## src/rtl/sram_bus_bridge.sv

```systemverilog
// sram_bus_bridge: serves NCH fixed-latency SRAM-style CPU channels over one
// variable-latency request/response bus, one transaction at a time, with
// channel 0 at highest priority. The CPU is stalled until every enabled
// channel has completed its access for the current cycle.
// Optional feature: define SRAM_BUS_BRIDGE_PERF_EN to add the stall_cycles_o
// counter port.
module sram_bus_bridge #(
  parameter int unsigned ADDR_W = 32,
  parameter int unsigned DATA_W = 32,
  parameter int unsigned NCH    = 2
) (
  input  logic                       clk_i,
  input  logic                       resetn_i,
  input  logic [NCH-1:0]             ch_en_i,
  input  logic [NCH*(DATA_W/8)-1:0]  ch_wen_i,
  input  logic [NCH*ADDR_W-1:0]      ch_addr_i,
  input  logic [NCH*DATA_W-1:0]      ch_wdata_i,
  output logic [NCH*DATA_W-1:0]      ch_rdata_o,
  output logic                       stall_o,
  output logic                       req_o,
  output logic                       wr_o,
  output logic [DATA_W/8-1:0]        wstrb_o,
  output logic [ADDR_W-1:0]          addr_o,
  output logic [DATA_W-1:0]          wdata_o,
  input  logic                       addr_ok_i,
  input  logic                       data_ok_i,
  input  logic [DATA_W-1:0]          rdata_i
`ifdef SRAM_BUS_BRIDGE_PERF_EN
  ,
  output logic [31:0]                stall_cycles_o
`endif
);

  localparam int unsigned STRB = DATA_W / 8;
  localparam int unsigned CurW = (NCH > 1) ? $clog2(NCH) : 1;

  typedef enum logic [1:0] {StIdle, StReq, StResp} state_e;

  state_e              state_q, state_d;
  logic [NCH-1:0]      done_q, done_d;
  logic [DATA_W-1:0]   rbuf_q [NCH];
  logic [DATA_W-1:0]   rbuf_d [NCH];
  logic [CurW-1:0]     cur_q;
  logic                wr_q;
  logic [STRB-1:0]     wstrb_q;
  logic [ADDR_W-1:0]   addr_q;
  logic [DATA_W-1:0]   wdata_q;

  logic [NCH-1:0]      pending;
  logic [CurW-1:0]     sel_idx;
  logic [STRB-1:0]     sel_wen;
  logic [ADDR_W-1:0]   sel_addr;
  logic [DATA_W-1:0]   sel_wdata;
  logic                launch;
  logic                complete;

  assign pending  = ch_en_i & ~done_q;
  assign stall_o  = |pending;
  assign launch   = (state_q == StIdle) && stall_o;
  assign complete = (state_q == StResp) && data_ok_i;

  // Fixed priority: scan from the top so the lowest pending index wins.
  always_comb begin
    sel_idx   = '0;
    sel_wen   = '0;
    sel_addr  = '0;
    sel_wdata = '0;
    for (int i = NCH - 1; i >= 0; i--) begin
      if (pending[i]) begin
        sel_idx   = CurW'(i);
        sel_wen   = ch_wen_i[i*STRB +: STRB];
        sel_addr  = ch_addr_i[i*ADDR_W +: ADDR_W];
        sel_wdata = ch_wdata_i[i*DATA_W +: DATA_W];
      end
    end
  end

  // FSM state register.
  always_ff @(posedge clk_i or negedge resetn_i) begin
    if (!resetn_i) begin
      state_q <= StIdle;
    end else begin
      state_q <= state_d;
    end
  end

  // FSM next state; handshakes outside their own state are ignored.
  always_comb begin
    state_d = state_q;
    unique case (state_q)
      StIdle:  if (stall_o)   state_d = StReq;
      StReq:   if (addr_ok_i) state_d = StResp;
      StResp:  if (data_ok_i) state_d = StIdle;
      default:                state_d = StIdle;
    endcase
  end

  // FSM outputs: req is a pure state decode so it drops with reset.
  always_comb begin
    req_o = (state_q == StReq);
  end

  // Request fields are captured at the decision and held through REQ/RESP.
  always_ff @(posedge clk_i or negedge resetn_i) begin
    if (!resetn_i) begin
      cur_q   <= '0;
      wr_q    <= 1'b0;
      wstrb_q <= '0;
      addr_q  <= '0;
      wdata_q <= '0;
    end else if (launch) begin
      cur_q   <= sel_idx;
      wr_q    <= |sel_wen;
      wstrb_q <= sel_wen;
      addr_q  <= sel_addr;
      wdata_q <= sel_wdata;
    end
  end

  // Completion marks the channel done; a stall-free cycle releases the CPU
  // and clears every done flag at that edge.
  always_comb begin
    done_d = done_q;
    rbuf_d = rbuf_q;
    if (complete) begin
      done_d[cur_q] = 1'b1;
      if (!wr_q) begin
        rbuf_d[cur_q] = rdata_i;
      end
    end
    if (!stall_o) begin
      done_d = '0;
    end
  end

  // Per-channel done flags and read buffers.
  always_ff @(posedge clk_i or negedge resetn_i) begin
    if (!resetn_i) begin
      done_q <= '0;
      for (int i = 0; i < NCH; i++) begin
        rbuf_q[i] <= '0;
      end
    end else begin
      done_q <= done_d;
      rbuf_q <= rbuf_d;
    end
  end

  for (genvar g = 0; g < NCH; g++) begin : g_rdata
    assign ch_rdata_o[g*DATA_W +: DATA_W] = rbuf_q[g];
  end

  assign wr_o    = wr_q;
  assign wstrb_o = wstrb_q;
  assign addr_o  = addr_q;
  assign wdata_o = wdata_q;

`ifdef SRAM_BUS_BRIDGE_PERF_EN
  logic [31:0] stall_cycles_q;

  // Free-running stall counter; wraps naturally, cleared only by reset.
  always_ff @(posedge clk_i or negedge resetn_i) begin
    if (!resetn_i) begin
      stall_cycles_q <= '0;
    end else if (stall_o) begin
      stall_cycles_q <= stall_cycles_q + 32'd1;
    end
  end

  assign stall_cycles_o = stall_cycles_q;
`endif

endmodule

```

## config.mk

```make
export PLATFORM = sky130hd
export DESIGN_NAME = sram_bus_bridge
export DESIGN_NICKNAME = d
export VERILOG_FILES = /design/src/rtl/sram_bus_bridge.sv
export SDC_FILE = /design/constraint.sdc
export NUM_CORES = 1
export LEC_CHECK = 0
export BUFFER_PORTS_ARGS = -buffer_cell sky130_fd_sc_hd__buf_2
export CORE_ASPECT_RATIO = 0.75
export CORE_MARGIN = 4
export CORE_UTILIZATION = 45
export DETAILED_ROUTE_END_ITERATION = 8
export PLACE_DENSITY = 0.85
export SETUP_SLACK_MARGIN = 0.05
export SLEW_MARGIN = 20
export SYNTH_ARGS = -nofsm -noshare
export SYNTH_HDL_FRONTEND = slang
export SYNTH_SLANG_ARGS = --single-unit
export TNS_END_PERCENT = 30
```

## constraint.sdc

```tcl
create_clock -name clk_i -period 2 [get_ports clk_i]
set_clock_uncertainty 0.15 [all_clocks]
set_input_delay 0.2 -clock clk_i [delete_from_list [all_inputs] [get_ports clk_i]]
set_output_delay 0.2 -clock clk_i [all_outputs]
set_load 0.02 [all_outputs]
```

After elaboration in Yosys (flattened, before gate mapping)
Cells that the tools add are included.
{"block": "totals", "ff_bits": 138, "output_inout_bits": 135, "word_cells": 52, "in_bits": 174}
{"block": "classes", "n_reduce_logical": 9, "mux": 19, "n_eq_ne": 6, "magnitude_cmp": 4, "bitwise_logic": 5}
{"op": "$mux 32", "count": 5}
{"op": "$bwmux 64", "count": 1}
{"op": "$demux 32 s1", "count": 1}
{"op": "$mux 2", "count": 5}
{"op": "$mux 4", "count": 2}
{"op": "$pmux 2 s3", "count": 1}
{"op": "$logic_and 1x1->1", "count": 4}
{"op": "$ne 2x1->1 const B", "count": 2}
{"op": "$ne 2x2->1 const B", "count": 2}
{"op": "$reduce_or 4->1", "count": 1}
{"op": "$mux 1", "count": 3}
{"op": "$reduce_and 3->1", "count": 1}
{"op": "$and 2x2->2", "count": 1}
{"op": "$eq 2x1->1 const B", "count": 1}
{"op": "$eq 2x2->1 const B", "count": 1}
{"op": "$ge 2x2->1 const B", "count": 1}
{"op": "$logic_not 2->1", "count": 1}
{"op": "$lt 1x2->1 const B", "count": 1}
{"op": "$lt 2x1->1 const B", "count": 1}
{"op": "$not 1->2", "count": 1}
{"op": "$not 2->2", "count": 1}
{"op": "$or 2x2->2", "count": 1}
{"op": "$reduce_and 2->1", "count": 1}
{"op": "$reduce_or 2->1", "count": 1}
{"op": "3 further kinds", "count": 3}

Depth between registers and ports, before layout
Gate-level depths: netlist of run 1.
{"block": "depth", "depth_word": 7, "mapped_depth": 7, "depth_no_buf": 4}

Least setup slack after synthesis of run 1
Ideal clock, no wire load.
{"block": "synth_path", "kind": "flip-flop to flip-flop", "startpoint": "register state_q[0]", "endpoint": "register rbuf_q (netlist bit ch_rdata_o[33])", "setup_time_ps": 125, "slack_ps": 328, "path_stages_with_launch": 5, "t_required_ps": 1725, "n_path_buf": 1, "period_less_slack_ps": 1672, "arrival_time_ps": 1396, "path_cell_list": "dfrtp_1 > nand3b_4 > nor3_4 > buf_8 > mux2_4"}
{"block": "synth_between", "elab_chain_cells": 3}
{"element": "start, declared", "line": "39", "rtl": "state_e state_q, state_d;"}
{"element": "start signal, assigned", "line": "81", "rtl": "state_q <= StIdle;"}
{"element": "start signal, assigned", "line": "83", "rtl": "state_q <= state_d;"}
{"element": "$eq 2x2->1", "line": "60", "rtl": "assign complete = (state_q == StResp) && data_ok_i;"}
{"element": "$logic_and 1x1->1", "line": "60"}
{"element": "$reduce_and 2->1 (no line)"}
{"element": "end signal, assigned", "line": "145", "rtl": "rbuf_q <= rbuf_d;"}
{"element": "end, declared", "line": "41", "rtl": "logic [DATA_W-1:0] rbuf_q [NCH];"}
No other way between the ends.
A chain may end at the register's enable or synchronous reset.

Final worst setup path of run 1
{"block": "layout_path", "startpoint": "register done_q[0]", "endpoint": "register wdata_q[23], in the netlist wdata_o[23]"}
{"block": "layout_between", "elab_chain_cells": 4, "elab_cells_between_ends": 5, "classes_between": "mux: 1; bitwise: 2; reduce/logical: 2"}
{"element": "start, declared", "line": "40", "rtl": "logic [NCH-1:0] done_q, done_d;"}
{"element": "start signal, assigned", "line": "144", "rtl": "done_q <= done_d;"}
{"element": "$not 2->2 *", "line": "57", "rtl": "assign pending = ch_en_i & ~done_q;"}
{"element": "$and 2x2->2 *", "line": "57"}
{"element": "$reduce_or 2->1", "line": "58", "rtl": "assign stall_o = |pending;"}
{"element": "$logic_and 1x1->1", "line": "59", "rtl": "assign launch = (state_q == StIdle) && stall_o;"}
{"element": "end signal, assigned", "line": "116", "rtl": "wdata_q <= sel_wdata;"}
{"element": "end, declared", "line": "47", "rtl": "logic [DATA_W-1:0] wdata_q;"}
Every way passes the cells marked *; elsewhere a longest branch is shown, timed or not.

==> results.txt, run 1 <==
Max FO, Critical Path: 47
Synth cell types: 36
# setup viols final: 0
CP required: 2.12 ns
Global route overflow: 0
Die Ht: 106.3 µm
Crit path kind: reg -> reg
CP endpoint kind: flop
DR WL/cell: 19.97 µm
Post-synthesis adder-cell area fraction: 0
Final hold slack: 0.02803 ns
Die area: 0.01478 mm²
Largest family of logic cells by synthesized area: multiplexers
RSZ-0062 raised after global routing: false
Row count: 35
Mapped Area: 0.005798 mm²
GR Util All Layers: 0.3056
Number of enable flip-flop cells after synthesis: 0
IO Port Bufs: 308
Primary FF master, synth: dfrtp_1
Num CTS Buffers: 17
Vias in the first global route: 6623
# DRC: 0
CTS sink cnt: 138
Setup_tns: 0 ns
Max Clk Rate: 536.5 MHz
Post-route design area: 0.009771 mm²
Via count: 6030
Total core area: 0.01244 mm²
Final core occ: 0.7856
Maximum vdd drop: 0.0008703 V
Tmin final: 1.864 ns
HP Class: in -> reg
Hpwl dp: 12300 µm
Top cells by area, synth: dfrtp_1 (60%), a22oi_1 (8.5%), mux2_4 (7.8%), nand2_1 (6.9%), mux2_2 (6.4%)
Placed cell areas: 0.007523 mm²
Leakage: 5.098 nW
DRT antenna net count: 0
Fillers: 692
Post-synthesis mux area share: 0.1437
Cell area power density: 1401 mW/mm²
Initial antenna violation count: 1
IO Count: 309
Maximum root-to-sink buffer count: 2
Rel. slew slack: 0.6586
Post-Layout Cell Count: 1123
Register bit total from synthesis: 138
Root Driver: clkbuf_16
Status: finished clean
Power Total: 13.69 mW
Seq/Total Area, Yosys: 0.5956
Pre-Repair DR Iteration Count: 8
Starting Density: 0.4662
Cell taking the most area after synthesis: dfrtp_1
GPL Wtd Cong: 0.8417
First-pass GRT wire length: 35490 µm
Share of layout cells above drive strength 1: 0.4456
Fin crit share: 0.9319
Vias/cell: 5.370
Mapped Cells: 467
Worst Setup Start Kind: flop
CP arrival: 1.99 ns
Compound-cell area share of the yosys netlist: 0.1288
Placed insts: 924
WL final: 22430 µm
Post-Synth XOR/XNOR Area: 0
TritonCTS clock tree: built
Max Cap Violations: 0
Syn avg cell area: 12.42 µm²
Warnings, synthesis: 0
Pins Over Slew Limit: 0
Asr flop ratio synth: 1.000
Max H-tree Level: 4
Fin worst setup slack: 0.1361 ns
NumNets Final: 1117
Tightest Pin Transition: 0.5121 ns
CTS clk-pin slew, worst paths: 0.06 ns
Die width: 139.1 µm
Layout area overhead: 68.52%
Top-area cell type share of the netlist area: 0.5956
Post-Synth Simple-Gate Area: 0.09366
Largest net degree at the start of global routing: 48
Final Hold Vio Count: 0
Clk Latency, worst-skew pair: 0.40 ns
Drt first-iter violations: 407
Placement Setup Slack: 0.1520 ns
Synthesized Nets: 641
==> critical path, stage by stage, from the launching register on <==
cell and delay [ns]:
dfrtp_1 0.40, nor2b_2 0.31, o21ai_4 0.12, buf_4 0.29
a22oi_1 0.30, nand2_1 0.13
==> cell usage after synthesis (2+ instances only) <==
cell      number
a22oi_1       66
clkbuf_1       6
nor2_1         3
mux2_4        30
nand2_1      106
dfrtp_1      138
nor2_2         2
buf_6          4
buf_4          7
buf_8          3
buf_1          2
nor3_4         2
o21ai_0       28
o21ai_1        5
mux2_2        33
nand2b_1       2
o21a_1         3
buf_2          9
==> cell families (layout without fill, tap and decap cells) <==
group           count (synthesis)  after routing
mux                            64             64
other cells                     0              1
flops                         138            138
buf+inv                        32            521
compound gates                109            109
simple gates                  124            124
==> cell type report <==
class	count	area, µm²	share of cell area
well taps	166	207.7	0.02126
clock inverters	15	152.6	0.01562
inverters	1	3.754	0.0003842
diodes	1	2.502	0.0002561
repair buffers	488	3390	0.3469
multi-input cells	297	2136	0.2186
clock buffers	17	425.4	0.04354
flip-flops and latches	138	3453	0.3534
==> flip-flops by register name, summed over array words and instances, names as in the netlist <==
signal / count
addr_o: 32
ch_rdata_o: 64
cur_q: 1
done_q: 2
state_q: 2
wdata_o: 32
wr_o: 1
wstrb_o: 4
==> where the power goes <==
part / total (mW) / internal (mW) / leakage (nW) / switching [mW]
sequential: 4.73 / 3.95 / 1.78 / 0.775
clock: 3.11 / 1.76 / 0.277 / 1.35
combinational: 5.85 / 2.28 / 3.04 / 3.57
==> placed cells by master (no fill, tap or decap), types with 2 or more instances in the layout <==
cell type and instances:
clkbuf_16 17, dlygate4sd3_1 166, a22oi_1 66, inv_8 3, o21a_1 3, clkinvlp_4 3
nand2_1 106, buf_4 8, nand2b_1 2, dfrtp_1 138, o21ai_1 5, buf_2 307
mux2_4 30, o21ai_0 28, nor2_1 3, nor3_4 2, buf_12 6, mux2_2 33
inv_6 6
==> path summary, 6_finish.rpt <==
kind | slack (ns) | to | depth (start not counted) | start
min | 0.03 | wstrb_o[2]$_DFFE_PN0P_ | 3 | ch_wen_i[6]
max in group asynchronous | 0.95 | wdata_o[9]$_DFFE_PN0P_ | 3 | resetn_i
max reg2reg | 0.14 | wdata_o[23]$_DFFE_PN0P_ | 5 | done_q[0]$_DFFE_PN0P_
min reg2reg | 0.33 | wstrb_o[3]$_DFFE_PN0P_ | 2 | wstrb_o[3]$_DFFE_PN0P_
max | 0.14 | wdata_o[23]$_DFFE_PN0P_ | 5 | done_q[0]$_DFFE_PN0P_
min in group asynchronous | 0.12 | ch_rdata_o[59]$_DFFE_PN0P_ | 2 | resetn_i
==> per-layer routing <==
metal | up-vias | share of wire | global-route usage
met3 | 112 | 0.086 | 0.09263
met2 | 448 | 0.51 | 0.5295
li1 | 2612 | - | -
met5 | - | 0 | 0
met4 | 0 | 0.054 | 0.1732
met1 | 2858 | 0.35 | 0.3364
==> timing repair <==
| item | CTS | global route |
|---|---|---|
| hold buffers | 166 | 0 |
| endpoints found under the hold margin | 270 | 0 |
| endpoints found under the setup margin | 0 | 14 |
| setup buffers | 0 | 0 |
| gates resized for setup | 0 | 1 |
(Power assumes the default switching activity.)
==> run 2, diff against run 1 <==
--- a/config.mk
+++ b/config.mk
@@ -10,7 +10,8 @@
 export CORE_MARGIN = 4
 export CORE_UTILIZATION = 45
 export DETAILED_ROUTE_END_ITERATION = 8
-export PLACE_DENSITY = 0.85
+export PLACE_DENSITY = 0.81
+export RECOVER_POWER = 25
 export SETUP_SLACK_MARGIN = 0.05
 export SLEW_MARGIN = 20
 export SYNTH_ARGS = -nofsm -noshare
==> results.txt, run 2 (synthesis gave the netlist of run 1 again) <==
Crit path kind: reg -> reg (unchanged)
WP buf/inv: 1 (unchanged)
GPL Wtd Cong: 0.8294 (was 0.8417)
Clk Latency, worst-skew pair: 0.40 ns (about the same)
Tightest Pin Transition: 1.321 ns (was 0.5121 ns)
Status: finished clean (unchanged)
Total core area: 0.01244 mm² (unchanged)
Max FO, Critical Path: 32 (was 47)
Vias/cell: 5.402 (was 5.370)
CP arrival: 2.04 ns (was 1.99 ns)
Crit. path cell count: 5 (unchanged)
Num CTS Buffers: 17 (unchanged)
Fin crit share: 0.9235 (was 0.9319)
CTS sink cnt: 138 (unchanged)
DR WL/cell: 20.20 µm (was 19.97 µm)
Top delay family on crit path: compound AO/OA/AOI/OAI gates (was simple AND/OR/NAND/NOR gates)
NumNets Final: 1119 (was 1117)
Commonest non-fill, non-tap cell in the layout: buf_2 (unchanged)
CP required: 2.19 ns (was 2.12 ns)
RSZ-0062 raised after global routing: false (unchanged)
Max H-tree Level: 4 (unchanged)
Starting Density: 0.4662 (unchanged)
WHS Path Cells: 3 (unchanged)
Crit path max-delay cell type: buf_4 (was dfrtp_1)
Final hold slack: 0.03046 ns (was 0.02803 ns)
IO Count: 309 (unchanged)
Cell area power density: 1426 mW/mm² (was 1401 mW/mm²)
Drt first-iter violations: 414 (was 407)
Via count: 6077 (was 6030)
# setup viols final: 0 (unchanged)
Die width: 139.1 µm (unchanged)
Hpwl dp: 12180 µm (was 12300 µm)
Max FFs per register: 64 (unchanged)
Largest net degree at the start of global routing: 66 (was 48)
Pins Over Slew Limit: 0 (unchanged)
Tmin final: 1.847 ns (was 1.864 ns)
# DRC: 0 (unchanged)
Share of layout cells above drive strength 1: 0.4436 (was 0.4456)
GR Util All Layers: 0.3070 (was 0.3056)
Commonest non-fill, non-tap cells in the layout: buf_2 (307), dlygate4sd3_1 (168), dfrtp_1 (138), nand2_1 (106), a22oi_1 (66) (was buf_2 (307), dlygate4sd3_1 (166), dfrtp_1 (138), nand2_1 (106), a22oi_1 (66))
Pre-Repair DR Iteration Count: 5 (was 8)
Post CTS Setup Buffer Count: 0 (unchanged)
Final Hold Vio Count: 0 (unchanged)
Die Ht: 106.3 µm (unchanged)
DRT antenna net count: 0 (unchanged)
Leakage: 5.129 nW (was 5.098 nW)
IO Port Bufs: 308 (unchanged)
Worst stage delay on the critical path: 0.42 ns (was 0.40 ns)
Row count: 35 (unchanged)
Setup_tns: 0 ns (unchanged)
R2R cell count: 5 (unchanged)
Global route overflow: 0 (unchanged)
WL final: 22720 µm (was 22430 µm)
Initial antenna violation count: 1 (unchanged)
Max Cap Violations: 0 (unchanged)
Die area: 0.01478 mm² (unchanged)
Layout area overhead: 69.70% (was 68.52%)
Vias in the first global route: 6537 (was 6623)
First-pass GRT wire length: 35630 µm (was 35490 µm)
Worst Setup Start Kind: flop (unchanged)
CP endpoint kind: flop (unchanged)
Rel. slew slack: 0.1196 (was 0.6586)
Worst path cell trace: nor2b_2, buf_4, o21ai_0, o211ai_1, o22a_1 (was nor2b_2, o21ai_4, buf_4, a22oi_1, nand2_1)
Max Clk Rate: 541.4 MHz (was 536.5 MHz)
TritonCTS clock tree: built (unchanged)
Maximum root-to-sink buffer count: 2 (unchanged)
CTS clk-pin slew, worst paths: 0.06 ns (about the same)
HP Class: in -> reg (unchanged)
Maximum vdd drop: 0.0007960 V (was 0.0008703 V)
Root Driver: clkbuf_16 (unchanged)
[run 2: cell count changes in the layout (fill, tap and decap cells not counted), sizes merged]
cell | previous run | this run
buf | 322 | 320
bufinv | 1 | 4
clkbuf | 17 | 18
clkinv | 2 | 4
clkinvlp | 3 | 2
dlygate4sd3 | 166 | 168
inv | 10 | 6
o21ai | 34 | 35
[run 2: tightest hold or removal path: stages]
cell and delay (ns):
buf_2 0.08, a221o_1 0.15, o21a_1 0.12
[run 2: layout make-up]
type                       instances  area [µm²]
antenna                            1       2.502
clock buffer                      17       425.4
clock inverter                    15       212.7
fill                             685        2597
inverter                           1       3.754
multi-input combinational        298        2140
sequential                       138        3453
tap                              166       207.7
timing repair buffer             489        3395
[run 2: layer usage]
metal	share of wire	global-route usage
met1	0.36	0.3512
met2	0.51	0.5353
met3	0.086	0.08363
met4	0.045	0.1494
met5	0	0
[run 2: worst paths after layout]
path | from | to | slack, ns
min | ch_wen_i[4] | wstrb_o[0]$_DFFE_PN0P_ | 0.03
min reg2reg | addr_o[16]$_DFFE_PN0P_ | addr_o[16]$_DFFE_PN0P_ | 0.32
max | done_q[0]$_DFFE_PN0P_ | wr_o$_DFFE_PN0P_ | 0.15
min in group asynchronous | resetn_i | wdata_o[26]$_DFFE_PN0P_ | 0.48
max in group asynchronous | resetn_i | ch_rdata_o[45]$_DFFE_PN0P_ | 0.23
max reg2reg | done_q[0]$_DFFE_PN0P_ | wr_o$_DFFE_PN0P_ | 0.15
[run 2: power breakdown]
part	internal (mW)	switching, mW
sequential	3.96	0.778
combinational	2.31	3.61
clock	2.12	1.26
total	8.38	5.65
[run 2: per-stage QoR]
stage / worst slack [ns] / instances / total power, mW / util / area (µm²)
5_1_grt: 0.06157 / 1125 / 14.70 / 0.7911 / 9839
6_report: 0.1530 / 1125 / 14.03 / 0.7911 / 9839
3_3_place_gp: 0.2728 / 923 / 9.872 / 0.6043 / 7516
4_1_cts: 0.1935 / 1123 / 13.73 / 0.7908 / 9836
2_1_floorplan: 0.3285 / 467 / 8.037 / - / 5798
3_5_place_dp: 0.2311 / 923 / 10.05 / 0.6043 / 7516
[run 2: repair_timing]
item                       4_1_cts  5_1_grt
gates resized for setup          0        0
setup endpoints to repair        0        1
hold endpoints to repair       271        0
hold buffers                   168        0
